### src/rtl/priority_data_stage.sv
// priority_data_stage: 4-channel select-and-process stage with a
// one-entry registered output and valid/ready handshake.
// Optional per-channel statistics counters: define PRIORITY_DATA_STATS_EN.
module priority_data_stage #(
  parameter int DATA_W = 8,
  parameter int CNT_W  = 8
) (
  input  logic              clk,
  input  logic              rst,
  input  logic              s1,
  input  logic              s0,
  input  logic              valid,
  input  logic [DATA_W-1:0] d0,
  input  logic [DATA_W-1:0] d1,
  input  logic [DATA_W-1:0] d2,
  input  logic [DATA_W-1:0] d3,
  output logic              in_ready,
  input  logic              out_ready,
  output logic              out_valid,
  output logic [DATA_W-1:0] out_data,
  output logic [1:0]        out_ch
`ifdef PRIORITY_DATA_STATS_EN
  ,
  output logic [CNT_W-1:0]  cnt0,
  output logic [CNT_W-1:0]  cnt1,
  output logic [CNT_W-1:0]  cnt2,
  output logic [CNT_W-1:0]  cnt3,
  output logic [CNT_W-1:0]  drop_cnt
`endif
);

  typedef enum logic {EMPTY, FULL} state_t;

  localparam logic [DATA_W-1:0] DATA_ONE = DATA_W'(1);

  state_t            state;
  logic [1:0]        sel;
  logic              accept;
  logic [DATA_W-1:0] result;

  assign sel      = {s1, s0};
  assign in_ready = !out_valid | out_ready;
  assign accept   = valid & in_ready;

  // Per-channel processing of the selected input word
  always_comb begin
    result = '0;
    unique case (sel)
      2'd0: result = d0;
      2'd1: result = d1 + DATA_ONE;
      2'd2: result = ~d2;
      2'd3: result = {d3[DATA_W-2:0], 1'b0};
      default: result = '0;
    endcase
  end

  // Output register FSM: EMPTY holds nothing, FULL presents one result
  always_ff @(posedge clk) begin
    if (rst) begin
      state     <= EMPTY;
      out_valid <= 1'b0;
      out_data  <= '0;
      out_ch    <= '0;
    end else begin
      unique case (state)
        EMPTY: begin
          if (accept) begin
            state     <= FULL;
            out_valid <= 1'b1;
            out_data  <= result;
            out_ch    <= sel;
          end
        end
        FULL: begin
          if (out_ready) begin
            if (valid) begin
              out_data <= result;
              out_ch   <= sel;
            end else begin
              state     <= EMPTY;
              out_valid <= 1'b0;
            end
          end
        end
        default: begin
          state     <= EMPTY;
          out_valid <= 1'b0;
        end
      endcase
    end
  end

`ifdef PRIORITY_DATA_STATS_EN
  localparam logic [CNT_W-1:0] CNT_ONE = CNT_W'(1);

  logic [CNT_W-1:0] cnt [4];
  logic [CNT_W-1:0] drops;
  logic             refuse;

  assign refuse = valid & ~in_ready;

  // Saturating acceptance counters per channel and refused-request counter
  always_ff @(posedge clk) begin
    if (rst) begin
      for (int unsigned i = 0; i < 4; i++) cnt[i] <= '0;
      drops <= '0;
    end else begin
      if (accept && (cnt[sel] != '1)) cnt[sel] <= cnt[sel] + CNT_ONE;
      if (refuse && (drops != '1))    drops    <= drops + CNT_ONE;
    end
  end

  assign cnt0     = cnt[0];
  assign cnt1     = cnt[1];
  assign cnt2     = cnt[2];
  assign cnt3     = cnt[3];
  assign drop_cnt = drops;
`endif

endmodule
### config.mk
export PLATFORM = sky130hd
export DESIGN_NAME = priority_data_stage
export DESIGN_NICKNAME = d
export VERILOG_FILES = /design/src/rtl/priority_data_stage.sv
export SDC_FILE = /design/constraint.sdc
export NUM_CORES = 1
export LEC_CHECK = 0
export CORE_MARGIN = 2
export CORE_UTILIZATION = 37
export DETAILED_ROUTE_END_ITERATION = 12
export HOLD_SLACK_MARGIN = 0.03
export MAX_ROUTING_LAYER = met4
export PLACE_DENSITY = 0.89
export SETUP_SLACK_MARGIN = 0.4
export SKIP_CTS_REPAIR_TIMING = 1
export SLEW_MARGIN = 20
export SYNTH_ARGS = -nofsm -noshare
export SYNTH_HDL_FRONTEND = slang
export SYNTH_SLANG_ARGS = --single-unit
export TNS_END_PERCENT = 100
### constraint.sdc
create_clock -name clk -period 1.35 [get_ports clk]
set_input_delay 0.27 -clock clk [delete_from_list [all_inputs] [get_ports clk]]
set_output_delay 0.27 -clock clk [all_outputs]
set_load 0.05 [all_outputs]
==> flow_metrics.tcl <==
set metrics [dict create \
    cts-root-buf "clkbuf_4" \
    crit_family "buffers and inverters" \
    power_density_mw_per_mm2 748 \
    drt_pre_antenna_iters 4 \
    arrival_ps 1390 \
    die_area_mm2 0.00275 \
    layout-drive-gt1-share_pct 38.9 \
    grt_pass1_wl_um 4910 \
    coreArea_mm2 0.00221 \
    fin_cells 208 \
    drc 0 \
    start_util_pct 39.2 \
    hold_slack_ps 401 \
    synth_area_leaders "dfxtp_1 28%, nor3_1 5.2%, nand2_1 5.2%, buf_6 3.9%, mux2i_1 3.5%" \
    top_usage_layer "met2" \
    yosysUniqueCellTypes 38 \
    ir_drop_mv 0.576 \
    io_pins 50 \
    rsz0062_at_grt "true" \
    fin_skew_ps 4.58 \
    path_class "in2reg" \
    syn-num-nets 150 \
    port_buffers 48 \
    cp.required_ps 1520 \
    synth_mux_area_share_pct 6.06 \
    ant_nets 0 \
    dp.cells 197 \
    use_met1_pct 25.2 \
    start_kind "input pin" \
    min_period_ps 1220 \
    place_area_mm2 0.00163 \
    syn-cell-area_um2 867 \
    clk_latency_ps 290 \
    critPathMaxFanout 13 \
    max_clock_freq_ghz 0.823 \
    clock_path_buffers 2 \
    die_width_um 52.4 \
    dr_total_vias 1144 \
    p_leak_nw 0.826 \
    syn2layout_area_growth_pct 106 \
    critPathCaptureType "flop" \
    synthAdderAreaFrac_pct 1.44 \
    tritoncts "done" \
    slew_violations 0 \
    status "finished, final reports clean" \
    path_buf_inv 2 \
    seq_area_um2 255 \
    die_h_um 52.4 \
    overflow 0 \
    drtIter0Drc 28 \
    use_met2_pct 49.0 \
    nets 220 \
    grt_max_degree 18 \
    maxSlewHeadroom_pct 82.5 \
    ys_seq_area_share_pct 27.7 \
    cpPeakStageDelay_ps 520 \
    synth_cells 111 \
    diodes 0 \
    grt_usage_pct 25.3 \
    postSynthAreaPerCell_um2 7.81 \
    synth_top_area_share_pct 27.7 \
    synth-simple-area-share_pct 27.4 \
    antenna_found_initial 0 \
    final_area_mm2 0.00179 \
    synth-seq-cells 12 \
    dp_hpwl_um 2490 \
    synth-compound-area-share_pct 22.8 \
    synthXorXnorAreaFrac_pct 4.04 \
    num_rows 17 \
    hold_viol_final 0 \
    clk_pin_slew_ps 90 \
    fillers 134 \
    synth_top_family_by_area "simple AND/OR/NAND/NOR gates" \
    gp_congestion 0.884 \
    critPathSlowestCell "clkdlybuf4s50_1" \
    synth.largest_area_cell "dfxtp_1" \
    htreeDepth 1 \
    worst_pin_slew_ps 262 \
    cts_inserted_buffers 3 \
    multi_input_area_um2 616 \
    yosys_warnings 0 \
    wl_per_cell_um 16.3 \
    setup_viol 0 \
    hp-class "in2reg" \
    clock-sinks 12 \
    viasPerCell 5.50 \
    post-route-period-util_pct 90.0 \
    drv_cap 0 \
    path_cells "clkdlybuf4s50_1 -> buf_12 -> nand2b_1 -> a21oi_1 -> a31oi_1 -> o31ai_2" \
    drt_wl_total_um 3390 \
    grt_pass1_vias 1151 \
    use_met3_pct 2.00 \
]
==> power by group <==
group / total [mW] / internal, mW / switching (mW) / leakage [nW]
clock: 0.305 / 0.164 / 0.140 / 0.0210
combinational: 0.603 / 0.327 / 0.276 / 0.702
sequential: 0.428 / 0.390 / 0.0379 / 0.103
==> routing by layer <==
layer,part of all wire [%],vias up
met1,37,541
met5,0,-
li1,-,535
met2,53,55
met3,5.2,13
met4,4.6,0
==> registers in the layout (all words and copies together), names as in the netlist <==
register / count
out_data: 8
out_ch: 2
out_valid: 1
state: 1
==> placed cells by master, fill, tap and decap left out, drive strengths merged, types with 2 or more instances in the layout <==
| master | n |
|---|---|
| buf | 35 |
| clkdlybuf4s50 | 22 |
| nand2 | 13 |
| dlymetal6s2s | 12 |
| dfxtp | 12 |
| inv | 9 |
| nor3 | 9 |
| nor2 | 8 |
| clkbuf | 6 |
| nand3 | 5 |
| a21oi | 5 |
| nor2b | 4 |
| and2 | 4 |
| mux2i | 3 |
| a22oi | 3 |
| o21ai | 3 |
| o21a | 2 |
| o311ai | 2 |
| xor2 | 2 |
| a2111o | 2 |
| nand3b | 2 |
| xnor2 | 2 |
| a211oi | 2 |
| nand2b | 2 |
| o2111ai | 2 |
==> worst paths after layout <==
kind                                    end  slack, ps  cells past startpoint      start
worst max-delay path            out_data[5]        130                      6        rst
worst min register to register    out_ch[1]        500                      2  out_ch[1]
worst max register to register  out_data[3]        140                      4  out_valid
worst min-delay path                  state        400                      4  out_ready
==> cell families (layout without fill, tap and decap cells) <==
group | count (synthesis) | count (layout)
simple gates | 48 | 49
flops | 12 | 12
compound gates | 26 | 26
buf+inv | 16 | 84
xor+xnor | 4 | 4
mux | 4 | 4
fa+ha+maj | 1 | 1
==> stage by stage <==
stage               setup slack (ps)  power (mW)  TNS [ps]  utilization (%)
finish                           134        1.34         0             80.7
CTS                            -98.2        1.30      -455             75.2
detailed placement              -398       0.997     -3140             73.5
floorplan                        198       0.677         0                -
global route                     101        1.40         0             80.7
global placement                -355       0.976     -2540             73.5
==> synthesized netlist by cell type <==
master	number
dfxtp_1	12
nand2_1	12
nor3_1	9
inv_1	8
nor2_1	8
a21oi_1	5
nand3_1	5
nor2b_1	4
a22oi_1	3
buf_6	3
mux2i_1	3
a2111o_1	2
a211oi_1	2
and2_1	2
buf_4	2
nand2b_1	2
nand3b_1	2
o2111ai_1	2
o21a_1	2
o21ai_2	2
o311ai_0	2
xnor2_1	2
xor2_1	2
a221oi_1	1
a31oi_1	1
and2_4	1
and3_1	1
buf_2	1
clkbuf_1	1
ha_1	1
inv_2	1
mux4_2	1
nand2_2	1
nand4_1	1
o21ai_0	1
o21bai_2	1
o22ai_1	1
o31ai_1	1
==> cell type report <==
cell class                 count  area share (%)
inverter                       9            1.89
tap                           28            1.96
sequential                    12            14.3
clock buffer                   4            2.03
timing repair buffer          71            45.3
multi-input combinational     84            34.5
==> worst register-to-register path: stages (launching register included) <==
cell	delay, ps
dfxtp_4	390
o21bai_4	200
nand2_4	110
a2111o_1	320
o21ai_2	120
Power figures use the tool's default switching activity.
